## src/rtl/hd_int_ctrl.sv

```systemverilog
// hd_int_ctrl: priority interrupt controller in front of the hardwired CPU sequencer.
// Optional feature: define HD_INT_NEST_EN for nested (preemptive) service; default is single-level.

// Per-line 2-flop synchroniser plus previous-value flop; flags a sampled 0->1.
module hd_int_sync (
    input  logic T3,
    input  logic CLR,
    input  logic irq,
    output logic rise
);
    logic s1, s2, prev;

    always_ff @(negedge T3 or negedge CLR) begin
        if (!CLR) begin
            s1   <= 1'b0;
            s2   <= 1'b0;
            prev <= 1'b0;
        end else begin
            s1   <= irq;
            s2   <= s1;
            prev <= s2;
        end
    end

    assign rise = s2 & ~prev;
endmodule

module hd_int_ctrl #(
    parameter int         NREQ     = 4,
    parameter logic [7:0] VEC_BASE = 8'hE0
) (
    input  logic            T3,
    input  logic            CLR,
    input  logic [NREQ-1:0] IRQ,
    input  logic            MASK_WE,
    input  logic [NREQ-1:0] MASK_D,
    input  logic            EI_SET,
    input  logic            EI_CLR,
    input  logic            INTA,
    input  logic            IRET_DONE,
    output logic            INTR,
    output logic [7:0]      VEC,
    output logic [2:0]      ACT_ID,
    output logic            IEN,
    output logic [NREQ-1:0] PEND
);
    localparam logic [0:0] S_IDLE = 1'b0;
    localparam logic [0:0] S_SERV = 1'b1;

    logic [0:0]      state, state_n;
    logic [NREQ-1:0] mask, isr, rise;
    logic [NREQ-1:0] mask_n, pend_n, isr_n;
    logic            ien_n, intr_n;
    logic [2:0]      act_n;
    logic [7:0]      vec_n;
    logic [3:0]      win, top, win_n, nxt;
    logic            accept, retire;

    for (genvar i = 0; i < NREQ; i++) begin : g_lane
        hd_int_sync u_sync (
            .T3   (T3),
            .CLR  (CLR),
            .irq  (IRQ[i]),
            .rise (rise[i])
        );
    end

    // {found, index} of the lowest set bit; lowest index is highest priority.
    function automatic logic [3:0] first_set(input logic [NREQ-1:0] v);
        logic [3:0] r;
        r = '0;
        for (int i = NREQ - 1; i >= 0; i--)
            if (v[i]) r = {1'b1, 3'(i)};
        return r;
    endfunction

    function automatic logic [7:0] vec_of(input logic [2:0] id);
        return VEC_BASE + {3'b000, id, 2'b00};
    endfunction

    assign win    = first_set(PEND & ~mask);
    assign top    = first_set(isr);
    // INTR already encodes IEN, state and (nested) priority against the active level.
    assign accept = INTA & INTR & win[3];
    assign retire = IRET_DONE & top[3];

    always_comb begin
        state_n = state;
        pend_n  = PEND;
        isr_n   = isr;
        act_n   = ACT_ID;
        vec_n   = VEC;
        ien_n   = IEN;
        nxt     = '0;
        mask_n  = MASK_WE ? MASK_D : mask;

        if (accept) begin
            for (int i = 0; i < NREQ; i++) begin
                if (3'(i) == win[2:0]) begin
                    pend_n[i] = 1'b0;
                    isr_n[i]  = 1'b1;
                end
            end
            act_n   = win[2:0];
            vec_n   = vec_of(win[2:0]);
            ien_n   = 1'b0;
            state_n = S_SERV;
        end else if (retire) begin
            for (int i = 0; i < NREQ; i++)
                if (3'(i) == top[2:0]) isr_n[i] = 1'b0;
            ien_n = 1'b1;
            nxt   = first_set(isr_n);
            if (nxt[3]) begin
                act_n = nxt[2:0];
                vec_n = vec_of(nxt[2:0]);
            end else begin
                state_n = S_IDLE;
            end
        end

        // A fresh edge on the line being acknowledged survives as a new event.
        pend_n = pend_n | rise;

        if (EI_CLR)      ien_n = 1'b0;
        else if (EI_SET) ien_n = 1'b1;

        win_n = first_set(pend_n & ~mask_n);
`ifdef HD_INT_NEST_EN
        begin
            logic [3:0] top_n;
            top_n  = first_set(isr_n);
            intr_n = ien_n & win_n[3] & (~top_n[3] | (win_n[2:0] < top_n[2:0]));
        end
`else
        intr_n = ien_n & win_n[3] & (state_n == S_IDLE);
`endif
    end

    always_ff @(negedge T3 or negedge CLR) begin
        if (!CLR) begin
            state  <= S_IDLE;
            PEND   <= '0;
            mask   <= '0;
            isr    <= '0;
            IEN    <= 1'b1;
            INTR   <= 1'b0;
            VEC    <= 8'h00;
            ACT_ID <= 3'd0;
        end else begin
            state  <= state_n;
            PEND   <= pend_n;
            mask   <= mask_n;
            isr    <= isr_n;
            IEN    <= ien_n;
            INTR   <= intr_n;
            VEC    <= vec_n;
            ACT_ID <= act_n;
        end
    end
endmodule

```

## config.mk

```make
export PLATFORM = sky130hd
export DESIGN_NAME = hd_int_ctrl
export DESIGN_NICKNAME = d
export VERILOG_FILES = /design/src/rtl/hd_int_ctrl.sv
export SDC_FILE = /design/constraint.sdc
export NUM_CORES = 1
export LEC_CHECK = 0
export ABC_AREA = 1
export BUFFER_PORTS_ARGS = -buffer_cell sky130_fd_sc_hd__buf_2
export CAP_MARGIN = 0
export CORE_MARGIN = 1
export CORE_UTILIZATION = 32
export DETAILED_ROUTE_END_ITERATION = 16
export MAX_ROUTING_LAYER = met4
export SYNTH_ARGS = -nofsm -noshare
export SYNTH_HDL_FRONTEND = slang
export SYNTH_SLANG_ARGS = --single-unit
```

## constraint.sdc

```tcl
create_clock -name T3 -period 1.4 [get_ports T3]
set_input_delay 0.07 -clock T3 [delete_from_list [all_inputs] [get_ports T3]]
set_output_delay 0.07 -clock T3 [all_outputs]
set_load 0.05 [all_outputs]
```

Yosys cells after proc, flatten, opt, wreduce, memory -nomap -nowiden --
Cells that the tools add are included. W data, S select, Z words.
Operators by class: add/sub/neg operators 2, multiply operators 0, divide/modulo/power cells 0, magnitude comparators 0, equality and inequality tests 10, shift operators 0, mux-type cells 55, bitwise operators 19, reduce and logical (&&, ||, !) cells 9
Operators by type and width (number):
- $mux W4 | 22
- $mux W1 | 27
- $mux W8 | 3
- $add A6 B6 Y7 const A | 2
- $eq A2 B3 Y1 const A | 4
- $reduce_and A2 Y1 | 5
- $and A1 B1 Y1 | 9
- $mux W3 | 3
- $and A4 B4 Y4 | 2
- $ne A2 B1 Y1 const B | 4
- $not A4 Y4 | 2
- $eq A1 B3 Y1 const A | 2
- $logic_not A3 Y1 | 2
- $not A1 Y1 | 5
- $or A4 B4 Y4 | 1
- $reduce_bool A2 Y1 | 2
Word-level totals: register bits 38, latch bits 0, RAM bits 0, ROM bits 0, input bits 15, output and inout port bits 17, word-level logic and storage cells 118, memories kept 0

Logic depth before layout (Yosys ltp) --
Gate-level depths: netlist of run 1.
depth after elaboration 19, depth in mapped cells 12, depth with buffers taken out 12

Cells and area by module --
Synthesis of run 1 repeated with hierarchy kept, for this count alone.
Second synthesis, totals: cell total of the unflattened synthesis 153, area total of the unflattened synthesis 1381.3 um2
By module, submodules not included:
- hd_int_ctrl | times used 1, cells each 133, area an instance 1041.0 um2, seq. area each 451.7 um2
- hd_int_sync | times used 4, cells each 5, area an instance 85.1 um2, seq. area each 75.1 um2

==> results of run 1 <==
report_power, final:
| group | leakage [µW] | internal, µW | switching [µW] | total (µW) |
|---|---|---|---|---|
| registers | 0.000341 | 1040 | 120 | 1160 |
| logic | 0.000625 | 628 | 914 | 1540 |
| clock network | 0.0000767 | 763 | 344 | 1110 |
Yosys cell counts:
master   number
inv_2         1
nand3_1       3
nor3b_2       1
o21ai_0       8
nor2_2        1
a31oi_1       1
nand2_4       2
a31oi_2       1
conb_1        1
o21ai_2       1
o21ai_4       1
o21a_1        1
buf_4         8
dfstp_2       1
nand2_2       3
inv_1        25
o22ai_2       1
nand2_1      41
a21oi_1       2
a21oi_2       1
dfrtn_1      29
o21ai_1       1
or2_1         1
nor2_1        9
nand4_1       1
layout make-up:
class | count | area [µm²] | area share, %
clock buffers | 6 | 82.6 | 4.08
inverters | 25 | 98.8 | 4.88
clock inverters | 3 | 63.8 | 3.15
flip-flops and latches | 30 | 752 | 37.1
well taps | 48 | 60.1 | 2.96
multi-input cells | 84 | 548 | 27.1
repair buffers | 48 | 420 | 20.8
metrics by stage:
step / TNS [ns] / utilization [%] / setup slack [ns]
2_1_floorplan: -2.70 / - / -0.323
3_3_place_gp: -3.12 / 42.1 / -0.363
3_5_place_dp: -3.33 / 42.1 / -0.374
4_1_cts: -4.18 / 49.9 / -0.404
5_1_grt: -6.22 / 53.3 / -0.442
6_report: -4.76 / 53.3 / -0.404
cell families after synthesis:
| group | Yosys count |
|---|---|
| AND/OR/NAND/NOR | 62 |
| buffers and inverters | 34 |
| flip-flops | 30 |
| AO/OA/AOI/OAI | 18 |
| other | 1 |
worst paths after layout:
kind | start | depth (start not counted) | endpoint | slack, ns
hold / removal | CLR | 1 | state | 0.25
max in group asynchronous | CLR | 2 | mask[0] | 0.72
min in group T3 | g_lane[0].u_sync.s1 | 0 | g_lane[0].u_sync.s2 | 0.30
setup / recovery | IEN | 1 | IEN | -0.40
setup reg to reg | PEND[3] | 13 | INTR | -0.16
hold reg to reg | g_lane[0].u_sync.s1 | 0 | g_lane[0].u_sync.s2 | 0.30
sequential cells by signal (all words and copies together) (netlist names):
name and flops:
g_lane.u_sync.prev 4, mask 4, isr 4, IEN 1
VEC 2, g_lane.u_sync.s1 4, ACT_ID 1, PEND 4
state 1, g_lane.u_sync.s2 4, INTR 1
what timing repair did:
item                       4_1_cts  5_1_grt
resized for setup               39       33
setup endpoints to repair       18       23
setup buffers                    4        6
pin swaps                       12       17
metal layers:
metal	track usage, %	vias up
met4	5.59	0
met5	-	-
li1	-	528
met3	6.72	6
met2	22.3	35
met1	15.3	499
==> flow_summary.ini, run 1 <==
[cells_and_area]
stdcell_area_um2 = 2030
drive_gt1_share_pct = 49.0
fillers = 345
fin_cells = 244
layout.nets = 210
final_common_cell = dfrtn_1
antenna_cells = 0
layout-area-overhead-vs-synth_pct = 53.9
mostFrequentLayoutCells = dfrtn_1, nand2_1, inv_1, buf_6, buf_2

[routing]
dr.pass1.iters = 4
wl_met2_mm = 1.30
num_vias = 1068
via_per_inst = 4.38
wl_met1_mm = 1.09
wl_per_cell_um = 10.7
drc = 0
routed.top_layer = met4
wl_met3_um = 181
initialDrtViolationCount = 35
ant_nets = 0
routed_wl_mm = 2.62

[synthesis]
synthTopCellsByArea = dfrtn_1, nand2_1, inv_1
synthMuxAreaShare_pct = 0
yosysUniqueCellTypes = 25
synth_compound_area_share_pct = 9.70
syn_area_per_cell_um2 = 9.08
synth_top_area_share_pct = 55.1
ys.warnings.count = 0
ys_ff_latch = 30
synth-adder-area-share_pct = 0
synth_top_family_by_area = simple AND/OR/NAND/NOR gates
synth-simple-area-share_pct = 20.9
synth_largest_area_cell = dfrtn_1
syn_area_um2 = 1320
synthXorXnorAreaFrac_pct = 0
syn-instance-count = 145
synth-seq-area-share_pct = 57.1

[setup_path]
path_delay_family = flip-flops
cp_cell_sequence = buf_8
cp_max_fo = 2
start_kind = flop
slowest_delay_ns = 0.54
critPathBufInv = 1
crit_type = flop to primary output
crit_arrival_ns = 1.73
critPathCaptureType = primary output
crit_required_ns = 1.33
cp_slowest_cell = dfstp_2

[placement]
numPortBuffers = 27
placed_area_um2 = 1600
gp_congestion = 0.832
placedCellCount = 229
post-dp-hpwl_mm = 1.78

[global_routing]
grt_max_degree = 19
grt_pass1_vias = 986
grt_use_total_pct = 14.1
grt_pass1_wl_mm = 4.29
antenna_found_initial = 0
gr-total-overflow = 0

[cts]
h-tree-depth = 2
cts.clk_slew.worst_paths_ns = 0.05
cts_buffers = 5
ctsHoldBuffers = 0
clk_latency_ns = 0.34
clock-sinks = 30
clock_path_buffers = 2
cts_root_buffer = clkbuf_8
cts_tree = built

[flow_run]
cap_violations = 0

[floorplanning]
die_h_um = 66.1
io_pins = 32
rows = 22
start_util_pct = 34.7
die_x_um = 66.1
core_um2 = 3800
die-area_um2 = 4370

[timing]
rsz0062_at_grt = true
slew_violations = 0
hold_viol_final = 0
timing.final.ws_setup_ns = -0.404
setup_viol = 24
clock_skew_ns = 0.0550
hold_ws_ns = 0.247

[run_status]
status = complete, but fails checks
violations = setup timing

[power_and_ir_drop]
total_power_uw = 3810
ir_drop_uv = 883
p_leak_uw = 0.00104
power_density_nw_per_um2 = 1880

[worst_hold_path]
hold_class = primary input to asynchronous set/reset pin
Power figures use the tool's default switching activity.
==> run 2, diff against run 1 <==
--- a/config.mk
+++ b/config.mk
@@ -6,12 +6,13 @@
 export NUM_CORES = 1
 export LEC_CHECK = 0
 export ABC_AREA = 1
-export BUFFER_PORTS_ARGS = -buffer_cell sky130_fd_sc_hd__buf_2
 export CAP_MARGIN = 0
 export CORE_MARGIN = 1
 export CORE_UTILIZATION = 32
 export DETAILED_ROUTE_END_ITERATION = 16
+export DONT_BUFFER_PORTS = 1
 export MAX_ROUTING_LAYER = met4
+export SKIP_LAST_GASP = 1
 export SYNTH_ARGS = -nofsm -noshare
 export SYNTH_HDL_FRONTEND = slang
 export SYNTH_SLANG_ARGS = --single-unit
==> run 2 against run 1 <==
  * Sequential cell count stayed put
  * Power fell by 1.1%
  * Cell area shrank 6.7%
  * Clock-buffer cell count unchanged
  * Via count decreased by 7.5%
  * Largest power group unchanged
  * The run still ends with setup timing left
  * Critical path depth is 1 lower
  * Die area did not move
  * Global-route usage decreased by 0.71 points
  * Non-clock buffer count is 21 lower
  * Clock power about the same
  * Final cell count is 8.6% lower
==> flow_summary.ini, run 2 (synthesized netlist as in run 1, its figures left out) <==
[run_status]
status = complete, but fails checks
violations = setup timing

[global_routing]
gr-total-overflow = 0
grt_pass1_vias = 957
grt_pass1_wl_mm = 4.12
grt_max_degree = 31
grt_use_total_pct = 13.4
antenna_found_initial = 0

[power_and_ir_drop]
total_power_uw = 3770
p_leak_uw = 0.000963
ir_drop_uv = 912
power_density_nw_per_um2 = 1990

[routing]
routed_wl_mm = 2.63
via_per_inst = 4.43
initialDrtViolationCount = 33
num_vias = 988
drc = 0
dr.pass1.iters = 4
ant_nets = 0
wl_per_cell_um = 11.8

[timing]
slew_violations = 0
timing.final.ws_setup_ns = -0.395
rsz0062_at_grt = true
hold_viol_final = 0
clock_skew_ns = 0.0498
setup_viol = 23

[placement]
gp_congestion = 0.839
numPortBuffers = 0
placedCellCount = 202
post-dp-hpwl_mm = 1.69

[cts]
ctsHoldBuffers = 0
cts_root_buffer = clkbuf_8
cts.clk_slew.worst_paths_ns = 0.05
clock-sinks = 30
cts_buffers = 5
clock_path_buffers = 2
h-tree-depth = 2
cts_tree = built
clk_latency_ns = 0.33

[floorplanning]
die-area_um2 = 4370
rows = 22
die_h_um = 66.1
die_x_um = 66.1
start_util_pct = 34.7
io_pins = 32
core_um2 = 3800

[cells_and_area]
layout-area-overhead-vs-synth_pct = 43.5
drive_gt1_share_pct = 41.7
mostFrequentLayoutCells = dfrtn_1, nand2_1, inv_1, buf_4, nand2_2
fin_cells = 223
fillers = 352
antenna_cells = 0
layout.nets = 189

[flow_run]
cap_violations = 0

[setup_path]
r2r-start = PEND[0]
critPathCaptureType = primary output
crit_type = flop to primary output
crit_required_ns = 1.33
cp_max_fo = 2
crit_path_start = IEN
crit_arrival_ns = 1.73
start_kind = flop

[worst_hold_path]
hold_class = primary input to asynchronous set/reset pin
-- run 2: cell count changes in the layout (fill, tap and decap cells not counted), moves of 2 or more --
cell	before	now
nor2_2	1	3
buf_12	1	7
nand3_2	1	3
buf_6	20	8
buf_2	14	0
nand2_1	25	29
nand2_2	13	11
-- run 2: path summary, 6_finish.rpt --
kind,slack (ns),endpoint,cells past startpoint
min in group T3,0.30,g_lane[1].u_sync.s2,0
hold / removal,0.06,isr[3],0
setup reg to reg,-0.21,INTR,12
setup / recovery,-0.40,IEN,0
hold reg to reg,0.30,g_lane[1].u_sync.s2,0
max in group asynchronous,1.10,IEN,0
-- run 2: final cells by class --
cell class                 instances  area [µm²]  area share (%)
sequential                        30         752            39.8
multi-input combinational         84         514            27.2
inverter                          25        96.3            5.10
clock inverter                     3        63.8            3.38
tap                               48        60.1            3.18
timing repair buffer              27         320            17.0
clock buffer                       6        82.6            4.37
-- run 2: what timing repair did --
| action | in CTS | in global routing |
|---|---|---|
| gates resized for setup | 10 | 25 |
| pin swaps | 2 | 19 |
| setup buffers | 4 | 12 |
| setup endpoints to repair | 16 | 22 |
-- run 2: routing by layer --
layer	part of all wire (%)	track usage (%)
met2	50	20.9
met3	5.7	7.24
met1	43	14.3
met5	0	-
met4	1.6	5.32
-- run 2: power breakdown --
part	switching (µW)	total (µW)	internal, µW	leakage, µW
Combinational	857	1480	625	0.000546
Clock	330	1090	762	0.0000767
Sequential	152	1190	1040	0.000341
Total	1340	3770	2430	0.000963
-- run 2: metrics by stage --
| step | hold WS [ns] | utilization (%) | setup TNS (ns) | cell area (µm²) | setup WS (ns) |
|---|---|---|---|---|---|
| after CTS | 0.0560 | 46.0 | -4.29 | 1750 | -0.401 |
| final | 0.0613 | 49.7 | -4.92 | 1890 | -0.395 |
| after detailed placement | 0.301 | 40.5 | -1.95 | 1540 | -0.255 |
| after global placement | 0.294 | 40.5 | -1.82 | 1540 | -0.254 |
| after floorplan | 0.292 | - | -2.70 | 1360 | -0.323 |
| after global routing | 0.0474 | 49.7 | -6.21 | 1890 | -0.428 |
